`src/rtl/bmem_axi_writer.sv`:
```
// rtl/bmem_axi_writer.sv - bmem write port to single-beat AXI4 write bridge
// One request captured at a time, issued on AW/W, completed on B with a bmem_resp pulse.
module bmem_axi_writer #(
  parameter int TIMEOUT_CYCLES = 1024,
  parameter int CNT_W          = 16
) (
  input  logic             axi_clk,
  input  logic             rst,
  input  logic             bmem_wr_en,
  input  logic [63:0]      bmem_wr_data,
  input  logic [31:0]      bmem_wr_addr,
  output logic             bmem_resp,
  output logic             m_axi_awvalid,
  input  logic             m_axi_awready,
  output logic [31:0]      m_axi_awaddr,
  output logic [7:0]       m_axi_awlen,
  output logic [2:0]       m_axi_awsize,
  output logic [1:0]       m_axi_awburst,
  output logic             m_axi_wvalid,
  input  logic             m_axi_wready,
  output logic [63:0]      m_axi_wdata,
  output logic [7:0]       m_axi_wstrb,
  output logic             m_axi_wlast,
  input  logic             m_axi_bvalid,
  output logic             m_axi_bready,
  input  logic [1:0]       m_axi_bresp,
  output logic             err_bresp,
  output logic             err_misalign,
  output logic             err_timeout,
  output logic [CNT_W-1:0] wr_count
);

  localparam int TW = $clog2(TIMEOUT_CYCLES + 1);

  typedef enum logic [1:0] {IDLE, ISSUE, WAIT_B, RESP} state_t;

  state_t        state;
  logic          aw_done;
  logic          w_done;
  logic [TW-1:0] tcnt;
  logic          aw_hs;
  logic          w_hs;
  logic          aw_fin;
  logic          w_fin;

  assign m_axi_awlen   = 8'd0;
  assign m_axi_awsize  = 3'b011;
  assign m_axi_awburst = 2'b01;
  assign m_axi_wstrb   = 8'hFF;
  assign m_axi_wlast   = 1'b1;

  assign aw_hs  = m_axi_awvalid & m_axi_awready;
  assign w_hs   = m_axi_wvalid & m_axi_wready;
  // A channel counts as finished if it completed earlier or completes on this edge.
  assign aw_fin = aw_done | aw_hs;
  assign w_fin  = w_done | w_hs;

  always_ff @(posedge axi_clk) begin
    if (!rst) begin
      state         <= IDLE;
      aw_done       <= 1'b0;
      w_done        <= 1'b0;
      tcnt          <= '0;
      bmem_resp     <= 1'b0;
      m_axi_awvalid <= 1'b0;
      m_axi_wvalid  <= 1'b0;
      m_axi_bready  <= 1'b0;
      m_axi_awaddr  <= '0;
      m_axi_wdata   <= '0;
      err_bresp     <= 1'b0;
      err_misalign  <= 1'b0;
      err_timeout   <= 1'b0;
      wr_count      <= '0;
    end else begin
      bmem_resp <= 1'b0;
      case (state)
        IDLE: begin
          if (bmem_wr_en) begin
            m_axi_awaddr  <= {bmem_wr_addr[31:3], 3'b000};
            m_axi_wdata   <= bmem_wr_data;
            if (bmem_wr_addr[2:0] != 3'b000) err_misalign <= 1'b1;
            m_axi_awvalid <= 1'b1;
            m_axi_wvalid  <= 1'b1;
            aw_done       <= 1'b0;
            w_done        <= 1'b0;
            tcnt          <= '0;
            state         <= ISSUE;
          end
        end
        ISSUE: begin
          if (aw_hs) begin
            m_axi_awvalid <= 1'b0;
            aw_done       <= 1'b1;
          end
          if (w_hs) begin
            m_axi_wvalid <= 1'b0;
            w_done       <= 1'b1;
          end
          if (aw_fin && w_fin) begin
            m_axi_bready <= 1'b1;
            state        <= WAIT_B;
          end
        end
        WAIT_B: begin
          if (m_axi_bvalid) begin
            m_axi_bready <= 1'b0;
            bmem_resp    <= 1'b1;
            wr_count     <= wr_count + CNT_W'(1);
            if (m_axi_bresp != 2'b00) err_bresp <= 1'b1;
            state        <= RESP;
          end
        end
        RESP: begin
          state <= IDLE;
        end
        default: state <= IDLE;
      endcase

      // Watchdog only flags; the outstanding handshakes are left to finish.
      if (state == ISSUE || state == WAIT_B) begin
        if (tcnt < TW'(TIMEOUT_CYCLES)) begin
          tcnt <= tcnt + TW'(1);
          if (tcnt == TW'(TIMEOUT_CYCLES - 1)) err_timeout <= 1'b1;
        end
      end
    end
  end

endmodule

```
`config.mk`:
```
export PLATFORM = sky130hd
export DESIGN_NAME = bmem_axi_writer
export DESIGN_NICKNAME = d
export VERILOG_FILES = /design/src/rtl/bmem_axi_writer.sv
export SDC_FILE = /design/constraint.sdc
export NUM_CORES = 1
export LEC_CHECK = 0
export BUFFER_PORTS_ARGS = -buffer_cell sky130_fd_sc_hd__buf_2
export CAP_MARGIN = 20
export CELL_PAD_IN_SITES_DETAIL_PLACEMENT = 0
export CELL_PAD_IN_SITES_GLOBAL_PLACEMENT = 1
export CORE_ASPECT_RATIO = 1.2
export CORE_MARGIN = 2
export CORE_UTILIZATION = 32
export DETAILED_ROUTE_END_ITERATION = 7
export PLACE_DENSITY_LB_ADDON = 0.1
export SYNTH_ARGS = -nofsm -noshare
export SYNTH_HDL_FRONTEND = slang
export SYNTH_SLANG_ARGS = --single-unit
```
`constraint.sdc`:
```
create_clock -name axi_clk -period 2.3 [get_ports axi_clk]
set_clock_uncertainty 0.15 [all_clocks]
set_input_delay 0.46 -clock axi_clk [delete_from_list [all_inputs] [get_ports axi_clk]]
set_output_delay 0.46 -clock axi_clk [all_outputs]
set_load 0.005 [all_outputs]
```
==> results.tsv <==
stage	metric	value	unit
critical_path	crit_type	flip-flop to flip-flop	
critical_path	crit-reg2reg-capture	wr_count[13]	
routing	drt_pass1_iterations	4	
clocking	sinks_on_the_clock_net	131	
layout	areaGrowthSynthToFinish	36.6	%
min_path	timing.hold.worst.start	bmem_wr_addr[28]	
critical_path	crit_path_cell_trace	inv_1, ha_1, and4_4, nand2_2, or4_1, a21oi_1	
routing	route.antenna.remaining_nets	0	
grt	antenna_found_initial	0	
power_and_ir_drop	total_leakage_power	3.16	nW
logic_synthesis	synthesis.area_per_instance	8.03	um2
critical_path	cp.required	2.50	ns
logic_synthesis	synth_edf_count	0	
clocking	clock_latency	0.41	ns
clocking	cts.htree.levels	4	
min_path	min-delay-path-class	primary input to flip-flop	
placed_design	place_hpwl	10400	um
critical_path	worst_path_largest_cell_delay	0.50	ns
logic_synthesis	synthesis.instances	633	
power_and_ir_drop	p_clk_share	36.8	%
die	coreArea	15600	um2
timing	setup_repair_after_global_routing_missed_its_margin	no	
die	fp-row-count	50	
routing	drt_first_iter_violations	153	
grt	first_global_vias	4698	
critical_path	path_delay_family	simple AND/OR/NAND/NOR gates	
min_path	worstHoldPathCells	3	
critical_path	critPathMaxFanout	7	
routing	via_count	4868	
power_and_ir_drop	net-switching-power	2.23	mW
layout	fillCellCount	1613	
grt	grt_start_max_net_pins	41	
min_path	holdPathEnd	m_axi_awaddr[28]	
power_and_ir_drop	pwr-share-seq	38.5	%
clocking	tritoncts	built	
critical_path	critical_path.slowest_cell	sky130_fd_sc_hd__or4_1	
critical_path	worst-endpoint-arrival	2.16	ns
power_and_ir_drop	internal_power	5.00	mW
placed_design	io_buffer_count	219	
clocking	root_buffer	sky130_fd_sc_hd__clkbuf_16	
job	max_cap_violations	0	
routing	drt-vias-per-instance	4.58	
critical_path	timing.critical_path.buf_inv	1	
logic_synthesis	synth_top_cells_by_area	sky130_fd_sc_hd__dfxtp_1 (52%), sky130_fd_sc_hd__nand2_1 (15%), sky130_fd_sc_hd__a21oi_1 (11%)	
power_and_ir_drop	max-vdd-ir-drop	0.402	mV
critical_path	reg2reg_depth	6	
clocking	cts_repair_resize_count	0	
power_and_ir_drop	power-per-cell-area	1040	nW/um2
status	run_status	finished clean	
clocking	cts_buffers	17	
power_and_ir_drop	switching_share	30.9	%
power_and_ir_drop	power.share.combinational	24.7	%
clocking	clk_path_buf_depth	2	
die	die-area	16900	um2
die	fp.dieW	119	um
timing	clock.fmax	509	MHz
timing	post_layout_minimum_cycle_time	1.96	ns
layout	fin_nets	951	
logic_synthesis	yosys_top_cell_area_share	51.6	%
timing	final-hold-violation-count	0	
timing	final_max_slew_viol_count	0	
die	die_y	142	um
logic_synthesis	synth_flop_cell	sky130_fd_sc_hd__dfxtp_1	
placed_design	last_weighted_congestion_value_of_the_routability_driven_placer	0.766	
die	pin_count	245	
critical_path	worst_r2r_startpoint	state[0]	
grt	global_route.overflow_total	0	
grt	grt_pass1_wl	23200	um
timing	final.setup.tns	0	ns
routing	drt-wirelength-per-cell	13.7	um
die	floorplan.initialDensity	32.7	%
critical_path	setup.reg_to_reg.worst_slack	0.34	ns
logic_synthesis	synth.cells.most_frequent	sky130_fd_sc_hd__nand2_1 (202), sky130_fd_sc_hd__dfxtp_1 (131), sky130_fd_sc_hd__a21oi_1 (107)	
logic_synthesis	ys_async_sr_fraction	0	%
logic_synthesis	ys_warn_count	0	
layout	utilization	44.6	%
critical_path	end_kind	flip-flop	
critical_path	setup.worst_path.start_class	flip-flop	
logic_synthesis	ys_types	46	
logic_synthesis	post-synth-top-count-cell	sky130_fd_sc_hd__nand2_1	
layout	antenna-diode-count	0	
clocking	clkSlewWorstSetupHoldPaths	0.06	ns
routing	post-route-drc-count	0	
logic_synthesis	synth_area_leader_cell	sky130_fd_sc_hd__dfxtp_1	
logic_synthesis	seq_area_frac_synth	51.6	%
clocking	cts_setup_buffers	0	
timing	setup_viol	0	
clocking	total_of_hold_buffers_inserted_after_clock_tree_synthesis	0	
timing	worst_hold_slack	0.135	ns
logic_synthesis	yosys_register_bits	131	
timing	final_min_period_over_clock_period	85.4	%
logic_synthesis	mappedNetlistArea	5090	um2
layout	drive_gt1_share	31.2	%
grt	grtUsageTotal	17.2	%
routing	detail_route.wirelength	14600	um
area by class of cell:
| class | instances | area [um2] | area share, % |
|---|---|---|---|
| flip-flops and latches | 131 | 2620 | 37.8 |
| clock buffers | 23 | 478 | 6.88 |
| inverters | 7 | 27.5 | 0.396 |
| multi-input cells | 456 | 2190 | 31.6 |
| well taps | 208 | 260 | 3.75 |
| repair buffers | 229 | 1260 | 18.1 |
| clock inverters | 9 | 104 | 1.50 |
routing by layer:
| metal | track usage [%] | wire length, um | vias to the layer above |
|---|---|---|---|
| li1 | - | - | 2469 |
| met1 | 19.2 | 5980 | 2222 |
| met2 | 28.7 | 7150 | 157 |
| met3 | 7.49 | 1160 | 20 |
| met4 | 7.14 | 265 | 0 |
| met5 | 0 | 0 | - |
through the flow:
step	instances	setup WS, ns	total power [mW]	instance area [um2]
floorplan	656	0.533	3.87	5170
global placement	1031	0.435	4.61	6360
detailed placement	1031	0.345	4.65	6360
CTS	1063	0.339	7.34	6950
global route	1063	0.182	7.68	6950
finish	1063	0.337	7.23	6950
worst register-to-register path: cells and delay by family (launching register included):
| kind | cells | cell delay, ns |
|---|---|---|
| and+or+nand+nor | 3 | 0.90 |
| DFF | 1 | 0.31 |
| adders and majority gates | 1 | 0.30 |
| AOI/OAI and AO/OA | 1 | 0.15 |
| buffers and inverters | 1 | 0.09 |
flip-flops by register name, summed over array words and instances (netlist names), 2 cells and up:
register	count
wr_count	16
state	2
m_axi_wdata	64
tcnt	11
m_axi_awaddr	29
cell families (layout without fill, tap and decap cells):
family / Yosys count / count (layout) / share of synthesized area [%]
buffers and inverters: 69 / 268 / 7.18
adder cells (fa/ha/maj): 5 / 5 / 1.23
AO/OA/AOI/OAI: 134 / 134 / 14.4
multiplexers: 1 / 1 / 0.197
flip-flops: 131 / 131 / 51.6
XOR/XNOR: 13 / 13 / 2.24
other: 2 / 25 / 0.148
AND/OR/NAND/NOR: 278 / 278 / 23.0
how the worst max path moves through the flow:
stage | start | end | cells past startpoint
final | state[0] | wr_count[13] | 6
after global routing | state[0] | wr_count[11] | 6
after CTS | state[0] | wr_count[14] | 6
after detailed placement | state[0] | wr_count[14] | 6
after global placement | state[0] | wr_count[14] | 6
after floorplan | state[0] | wr_count[13] | 6
power by group through the flow:
stage / Sequential, mW / Combinational, mW / Clock (mW)
after global placement: 2.81 / 1.79 / 0
after detailed placement: 2.83 / 1.82 / 0
after CTS: 2.78 / 1.82 / 2.74
final: 2.78 / 1.78 / 2.66
after floorplan: 2.85 / 1.01 / 0
after global routing: 2.83 / 2.02 / 2.83
placed cells by master, fill, tap and decap left out, drive strengths merged, types with 2 or more instances in the layout:
master	n
xnor2	3
or4	3
a32oi	2
nor2	31
bufinv	2
dfxtp	131
clkinv	6
inv	6
a21oi	107
o311ai	3
buf	229
nor3	3
and2	2
and4	3
conb	25
nand2	203
o21ai	8
clkbuf	23
nand2b	4
ha	5
nand4	6
clkinvlp	2
nor4	3
nand3	13
a31oi	3
nor2b	2
xor2	10
or3	3
Note: power is estimated with default switching activity, not from simulation.
